`src/rtl/move_capture_writer.sv`:
```
// Move capture for one player: synchronises and debounces the rock/paper/scissors buttons,
// locks a one-hot move word with a load strobe. Optional auto-lock via `RPS_TIMEOUT_EN.
module move_capture_writer #(
   parameter int unsigned DEBOUNCE_CYCLES = 4,
   parameter int unsigned TIMEOUT_CYCLES  = 1024
) (
   input  logic       clk,
   input  logic       resetn,
   input  logic       round_active,
   input  logic       round_clear,
   input  logic [2:0] btn,
   output logic [4:0] data_out,
   output logic       load,
   output logic       locked
);

   localparam int unsigned MaxCycles =
      (DEBOUNCE_CYCLES > TIMEOUT_CYCLES) ? DEBOUNCE_CYCLES : TIMEOUT_CYCLES;
   localparam int unsigned CntW = $clog2(MaxCycles) + 1;
   localparam logic [CntW-1:0] DebLast = CntW'(DEBOUNCE_CYCLES - 1);
   localparam logic [CntW-1:0] CntMax  = {CntW{1'b1}};

   typedef enum logic [1:0] {StIdle, StDebounce, StLocked, StRelease} state_e;

   state_e          state_q, state_d;
   logic [2:0]      s1_q, bs_q;
   logic [2:0]      cand_q, cand_d;
   logic [CntW-1:0] cnt_q, cnt_d;
   logic [4:0]      data_q, data_d;
   logic            load_q, load_d;
   logic            bs_onehot;

`ifdef RPS_TIMEOUT_EN
   localparam logic [CntW-1:0] TmoLast = CntW'(TIMEOUT_CYCLES - 1);
   logic [CntW-1:0] tcnt_q, tcnt_d;
`endif

   assign bs_onehot = (bs_q == 3'b001) || (bs_q == 3'b010) || (bs_q == 3'b100);

   always_comb begin
      state_d = state_q;
      cand_d  = cand_q;
      cnt_d   = cnt_q;
      data_d  = data_q;
      load_d  = 1'b0;
`ifdef RPS_TIMEOUT_EN
      tcnt_d  = '0;
`endif
      unique case (state_q)
         StIdle: begin
            cnt_d = '0;
            if (round_clear) begin
               state_d = StRelease;
               data_d  = '0;
            end else if (round_active && bs_onehot) begin
               state_d = StDebounce;
               cand_d  = bs_q;
            end
`ifdef RPS_TIMEOUT_EN
            else if (round_active) begin
               if (tcnt_q == TmoLast) begin
                  state_d = StLocked;
                  data_d  = 5'b11001;
                  load_d  = 1'b1;
               end else if (tcnt_q != CntMax) begin
                  tcnt_d = tcnt_q + 1'b1;
               end else begin
                  tcnt_d = tcnt_q;
               end
            end
`endif
         end
         StDebounce: begin
            // Clear beats a lock that would land on the same edge.
            if (round_clear) begin
               state_d = StRelease;
               cnt_d   = '0;
               data_d  = '0;
            end else if (!round_active || (bs_q != cand_q)) begin
               state_d = StIdle;
               cnt_d   = '0;
            end else if (cnt_q == DebLast) begin
               state_d = StLocked;
               data_d  = {1'b1, 1'b0, cand_q};
               load_d  = 1'b1;
               cnt_d   = '0;
            end else if (cnt_q != CntMax) begin
               cnt_d = cnt_q + 1'b1;
            end
         end
         StLocked: begin
            if (round_clear) begin
               state_d = StRelease;
               data_d  = '0;
            end
         end
         StRelease: begin
            // Wait for all buttons up so a held button cannot re-lock next round.
            if (bs_q == 3'b000) begin
               state_d = StIdle;
            end
         end
         default: state_d = StIdle;
      endcase
   end

   always_ff @(posedge clk) begin
      if (!resetn) begin
         s1_q    <= 3'b000;
         bs_q    <= 3'b000;
         state_q <= StIdle;
         cand_q  <= 3'b000;
         cnt_q   <= '0;
         data_q  <= 5'b00000;
         load_q  <= 1'b0;
      end else begin
         s1_q    <= btn;
         bs_q    <= s1_q;
         state_q <= state_d;
         cand_q  <= cand_d;
         cnt_q   <= cnt_d;
         data_q  <= data_d;
         load_q  <= load_d;
      end
   end

`ifdef RPS_TIMEOUT_EN
   always_ff @(posedge clk) begin
      if (!resetn) begin
         tcnt_q <= '0;
      end else begin
         tcnt_q <= tcnt_d;
      end
   end
`endif

   assign data_out = data_q;
   assign load     = load_q;
   assign locked   = data_q[4];

endmodule

```
`config.mk`:
```
export PLATFORM = sky130hd
export DESIGN_NAME = move_capture_writer
export DESIGN_NICKNAME = d
export VERILOG_FILES = /design/src/rtl/move_capture_writer.sv
export SDC_FILE = /design/constraint.sdc
export NUM_CORES = 1
export LEC_CHECK = 0
export ABC_AREA = 1
export CAP_MARGIN = 0
export CORE_ASPECT_RATIO = 1.4
export CORE_MARGIN = 3
export CORE_UTILIZATION = 55
export DETAILED_ROUTE_END_ITERATION = 16
export GPL_TIMING_DRIVEN = 0
export PLACE_DENSITY = 0.86
export REMOVE_ABC_BUFFERS = 1
export SYNTH_ARGS = -nofsm -noshare
export SYNTH_HDL_FRONTEND = slang
export SYNTH_SLANG_ARGS = --single-unit
```
`constraint.sdc`:
```
create_clock -name clk -period 2.3 [get_ports clk]
set_clock_uncertainty 0.2 [all_clocks]
set_input_delay 0.46 -clock clk [delete_from_list [all_inputs] [get_ports clk]]
set_output_delay 0.46 -clock clk [all_outputs]
set_load 0.02 [all_outputs]
```
==> results of run 1 <==
==> cell usage after synthesis, types with 2 or more instances <==
cell	number	area [sq um]
nand2_1	62	232.7
nor2_1	34	127.6
dfxtp_1	27	540.5
inv_1	23	86.33
nand3_1	18	90.09
a21oi_1	17	85.08
inv_2	7	26.28
nand2_2	7	43.79
nand4_1	7	43.79
o21ai_0	6	30.03
a21oi_2	3	26.28
nor2_2	3	18.77
nor3_1	3	15.01
xor2_1	3	26.28
buf_4	2	15.01
clkbuf_1	2	7.510
nand2_4	2	22.52
nand3b_1	2	15.01
nor2_8	2	40.04
==> cell families (layout without fill, tap and decap cells) <==
| logic type | after synthesis | count (layout) | synth area share [%] |
|---|---|---|---|
| AOI/OAI and AO/OA | 28 | 28 | 9.858 |
| buffers and inverters | 36 | 47 | 9.141 |
| DFF | 27 | 27 | 34.34 |
| xor gates and xnor gates | 4 | 4 | 2.226 |
| other | 1 | 1 | 0.2382 |
| and+or+nand+nor | 144 | 144 | 43.40 |
| adders and majority gates | 1 | 1 | 0.7948 |
==> state kept, by name, indices dropped and copies added (netlist names) <==
| signal | count |
|---|---|
| s1_q | 3 |
| state_q | 2 |
| data_out | 4 |
| cnt_q | 11 |
| bs_q | 3 |
| cand_q | 3 |
| load | 1 |
==> cell type report <==
type | count | share of cell area, %
multi-input cells | 178 | 51.15
flip-flops and latches | 27 | 31.08
repair buffers | 12 | 6.906
inverters | 31 | 6.691
well taps | 36 | 2.590
clock buffers | 3 | 1.295
clock inverters | 1 | 0.2878
==> cells in the final DEF, fill, tap and decap left out, drive strengths merged <==
| master | Yosys | layout |
|---|---|---|
| nand3 | 18 | 18 |
| xnor2 | 1 | 1 |
| a31oi | 1 | 1 |
| ha | 1 | 1 |
| xor2 | 3 | 3 |
| o31ai | 1 | 1 |
| or2 | 2 | 2 |
| clkdlybuf4s50 | 0 | 12 |
| nand2 | 71 | 71 |
| a21oi | 20 | 20 |
| nor2 | 40 | 40 |
| o21ai | 6 | 6 |
| nand4 | 7 | 7 |
| nand3b | 2 | 2 |
| clkinv | 1 | 2 |
| inv | 30 | 30 |
| clkbuf | 2 | 3 |
| conb | 1 | 1 |
| dfxtp | 27 | 27 |
| nor3 | 4 | 4 |
==> power groups by stage <==
| stage | clock network (mW) | registers, mW | logic (mW) |
|---|---|---|---|
| global placement | 0 | 0.515 | 0.157 |
| floorplan | 0 | 0.512 | 0.117 |
| global route | 0.231 | 0.508 | 0.182 |
| finish | 0.205 | 0.505 | 0.160 |
| CTS | 0.211 | 0.505 | 0.161 |
| detailed placement | 0 | 0.515 | 0.160 |
==> critical path, cell delays in order <==
cell and delay (ns):
clkdlybuf4s50_1 0.57, nor2_1 0.37, inv_2 0.06, nor2_1 0.10, nand3_1 0.09, nand2_2 0.18, nand2_1 0.08, nand2_1 0.06
nor2_1 0.05
==> path summary, 6_finish.rpt <==
check	start	to	depth (start not counted)
max reg2reg	cnt_q[0]$_SDFFE_PN0P_	cnt_q[0]$_SDFFE_PN0P_	10
min reg2reg	s1_q[2]$_SDFF_PN0_	bs_q[2]$_SDFF_PN0_	2
min	s1_q[2]$_SDFF_PN0_	bs_q[2]$_SDFF_PN0_	2
max	round_clear	cnt_q[0]$_SDFFE_PN0P_	9
==> routing by layer <==
| metal | share of wire [%] | global-route usage (%) |
|---|---|---|
| met5 | 0 | 0 |
| met4 | 1.7 | 7.580 |
| met3 | 2.3 | 2.366 |
| met2 | 54 | 37.45 |
| met1 | 42 | 22.76 |
==> metrics by stage <==
stage | hold WS [ns] | worst slack [ns] | cells | TNS (ns) | power (mW)
after floorplan | 0.1900 | 0.6376 | 236 | 0 | 0.6290
after global placement | 0.1944 | -0.01763 | 284 | -0.03329 | 0.6716
after detailed placement | 0.2045 | -0.03402 | 284 | -0.04233 | 0.6755
after CTS | 0.2325 | 0.3166 | 288 | 0 | 0.8775
after global routing | 0.2464 | 0.1352 | 288 | 0 | 0.9209
final | 0.2285 | 0.3230 | 288 | 0 | 0.8705
==> results.cfg, run 1 <==
[clock_tree]
clk_latency_ns = 0.33
ctsHoldBuffers = 0
cts.sinks = 27
clockBufferDepth = 2
ctsResizeCount = 0
tritoncts = built
cts.clk_slew.worst_paths_ns = 0.14
cts_root_buffer = clkbuf_4
postCtsSetupRepairBufs = 0
numCtsBuffers = 3
htree_levels = 1

[global_route]
track_usage_pct = 20.23
grt_pass1_vias = 1394
grt_overflow = 0
antenna_found_initial = 0
grt_pass1_wl_um = 5637
grt_max_degree = 17

[min_path]
hold_path.class = reg2reg

[power]
swShare_pct = 30.47
p_int_mw = 0.6053
power.static_leakage_nw = 0.7238
p_switching_mw = 0.2652
seq_power_share_pct = 58.1
pwr-share-comb_pct = 18.4
p_per_area_mw_per_mm2 = 500.5
pwr-share-clk_pct = 23.5
peakVddDrop_uv = 326.8

[final_layout]
multiInputGateArea_sq_um = 889.6
n_antenna_cell = 0
fin_nets = 261
fillCellCount = 244
drive_gt1_share_pct = 12.30
fin_area_sq_mm = 0.001739
seqCellArea_sq_um = 540.5
fin_util_pct = 65.14
syn2layout_area_growth_pct = 10.49

[routing]
drt_iter0_drc = 52
drc_errors = 0
num_vias = 1486
drt-pass1-iter-count = 4
wl_per_cell_um = 11.37
viasPerCell = 5.160
totalWireLength_um = 3275
antenna_left = 0

[sta]
hold_violations = 0
finalCriticalPeriod_ns = 1.977
fmax_ghz = 0.5058
relSlewSlack_pct = 62.54
worst-slew-pin-transition_ns = 0.5602
grt_setup_unrepaired = no
final.period_utilization_pct = 85.95
setup_viol = 0
drv_slew = 0

[place]
placed_cell_area_sq_mm = 0.001712
place.gp.congestion = 0.9310
io_buffer_count = 12
dp.final_hpwl_um = 2525

[die]
start_util_pct = 58.95
num_rows = 22
num_io_pins = 14
die_h_um = 69.30
fp.dieW_um = 51.21
fp.dieArea_sq_mm = 0.003549
core_area_sq_mm = 0.002670

[critical_path]
cp.arrival_ns = 2.02
start_kind = input port
end_kind = flop
cp_data_required_time_ns = 2.35
ff2ff_setup_slack_ns = 0.33
path_max_fanout = 9
worstSetupPathType = in2reg

[synthesis]
ys_seq_area_share_pct = 34.34
ys_async_sr_fraction_pct = 0
synth_cell_type_count = 30
avgSynthCellArea_sq_um = 6.531
ys.warnings.count = 0
synth-seq-cells = 27
synth_edf_count = 0
synthCells = 241
syn_area_sq_mm = 0.001574
ys.flop_type = dfxtp_1

[status]
status = finished clean

[run]
max-cap-violations = 0
No activity file was read; power rests on OpenSTA's default activity.
==> run 2: changes to the inputs <==
Settings changed: CORE_UTILIZATION 55 to 56, PLACE_DENSITY 0.86 to 0.87.
==> run 2 against run 1 <==
Net effect: hold slack lost 0.0015 ns; non-clock buffer count did not move; utilization rose by 0.68 points; power rose by 0.18%; sequential power barely moved; setup slack worse by 0.014 ns.
==> results.cfg, run 2 (synthesized netlist as in run 1, its figures left out) <==
[critical_path]
path_max_fanout = 9
cpMostUsedCell = nor2_1
ff2ff_setup_slack_ns = 0.32
crit_slowest_cell = clkdlybuf4s50_1
critPathTopFamily = simple AND/OR/NAND/NOR gates
reg2reg_depth = 10
end_kind = flop
timing.rr.start = cnt_q[0]$_SDFFE_PN0P_
worstSetupPathType = in2reg
start_kind = input port
path_buf_inv = 2
timing.rr.end = cnt_q[9]$_SDFFE_PN0P_
cpPeakStageDelay_ns = 0.58
cp_data_required_time_ns = 2.35
crit_chain = clkdlybuf4s50_1 > nor2_1 > inv_2 > nor2_1 > nand3_1 > nand2_2 > nand2_1 > nand2_1 > nor2_1
cp.arrival_ns = 2.04

[clock_tree]
ctsResizeCount = 0
clockBufferDepth = 2
postCtsSetupRepairBufs = 0
ctsHoldBuffers = 0
tritoncts = built
numCtsBuffers = 3
cts.clk_slew.worst_paths_ns = 0.14
clk_latency_ns = 0.33
htree_levels = 1
cts_root_buffer = clkbuf_4
cts.sinks = 27

[place]
place.gp.congestion = 0.9525
placed_cell_area_sq_mm = 0.001712
placed_cells = 284
io_buffer_count = 12
dp.final_hpwl_um = 2579

[min_path]
worstHoldEndpoint = bs_q[1]$_SDFF_PN0_
hold_path.class = reg2reg
min_from = s1_q[1]$_SDFF_PN0_
min_delay_path_depth = 2

[sta]
worst-slew-pin-transition_ns = 0.5917
drv_slew = 0
finalCriticalPeriod_ns = 1.991
grt_setup_unrepaired = no
fmax_ghz = 0.5022
final.period_utilization_pct = 86.57
hold_violations = 0
setup_viol = 0
relSlewSlack_pct = 60.43

[die]
fp.dieW_um = 50.81
core_area_sq_mm = 0.002643
num_io_pins = 14
die_h_um = 68.73
start_util_pct = 59.56
fp.dieArea_sq_mm = 0.003492
num_rows = 22

[power]
p_per_area_mw_per_mm2 = 501.4
p_int_mw = 0.6053
finalPower_mw = 0.8720
swShare_pct = 30.59
power.static_leakage_nw = 0.7238
p_switching_mw = 0.2668
pwr-share-clk_pct = 23.4
peakVddDrop_uv = 265.2
seq_power_share_pct = 58.0
pwr-share-comb_pct = 18.6

[global_route]
antenna_found_initial = 0
track_usage_pct = 21.71
grt_overflow = 0
grt_max_degree = 17
grt_pass1_vias = 1450
grt_pass1_wl_um = 5809

[final_layout]
drive_gt1_share_pct = 12.30
fin_util_pct = 65.81
fin_nets = 261
n_antenna_cell = 0
largest_reg_flops = 11
largest-register = cnt_q
final_cell_mix = nand2_1 (62), nor2_1 (34), dfxtp_1 (27), inv_1 (23), nand3_1 (18)
fin_area_sq_mm = 0.001739
final_common_cell = nand2_1
fin_cells = 288
syn2layout_area_growth_pct = 10.49

[routing]
totalWireLength_um = 3341
num_vias = 1547
wl_per_cell_um = 11.60
antenna_left = 0
drt-pass1-iter-count = 4
drc_errors = 0
viasPerCell = 5.372
drt_iter0_drc = 65

[run]
max-cap-violations = 0

[status]
status = finished clean
-- run 2: how the worst max path moves through the flow --
stage | startpoint | slack, ns | end | cells after the start
CTS | data_out[4]$_SDFFE_PN0P_ | 0.31 | data_out[4] | 1
finish | round_clear | 0.31 | cnt_q[9]$_SDFFE_PN0P_ | 9
floorplan | cnt_q[0]$_SDFFE_PN0P_ | 0.64 | cnt_q[0]$_SDFFE_PN0P_ | 10
global route | cnt_q[0]$_SDFFE_PN0P_ | 0.08 | cnt_q[3]$_SDFFE_PN0P_ | 11
global placement | round_clear | -0.01 | cnt_q[9]$_SDFFE_PN0P_ | 9
detailed placement | round_clear | -0.02 | cnt_q[9]$_SDFFE_PN0P_ | 9
-- run 2: stage by stage --
step	setup TNS, ns	hold WS [ns]	setup WS, ns
finish	0	0.2270	0.3089
global route	0	0.2392	0.08314
CTS	0	0.2278	0.3123
detailed placement	-0.03919	0.1998	-0.01979
global placement	-0.01791	0.1923	-0.009671
floorplan	0	0.1900	0.6376
-- run 2: per-layer routing --
metal	global-route usage [%]	part of all wire (%)	vias up
met2	41.83	52	44
li1	-	-	785
met1	23.34	41	703
met5	0	0	-
met3	2.151	3.4	15
met4	11.11	3.2	0
-- run 2: final cells by class --
type	count	area (sq um)
timing repair buffer	12	120.1
fill	246	903.4
clock inverter	1	5.005
clock buffer	3	22.52
tap	36	45.04
sequential	27	540.5
multi-input combinational	178	889.6
inverter	31	116.4
-- run 2: power groups by stage --
stage          registers [mW]  clock network, mW  logic (mW)
6_report                0.506              0.204       0.162
5_1_grt                 0.508              0.225       0.185
4_1_cts                 0.505              0.211       0.162
3_5_place_dp            0.515                  0       0.161
3_3_place_gp            0.515                  0       0.157
2_1_floorplan           0.512                  0       0.117
-- run 2: worst reg2reg max path, stage by stage (launching register included) --
cell	delay (ns)
dfxtp_1	0.44
ha_1	0.24
nand2_1	0.13
nor2_2	0.17
nand2_2	0.09
nor3_2	0.14
nand3_1	0.11
nand2_2	0.17
nand2_1	0.09
nand2_1	0.06
nor2_1	0.05
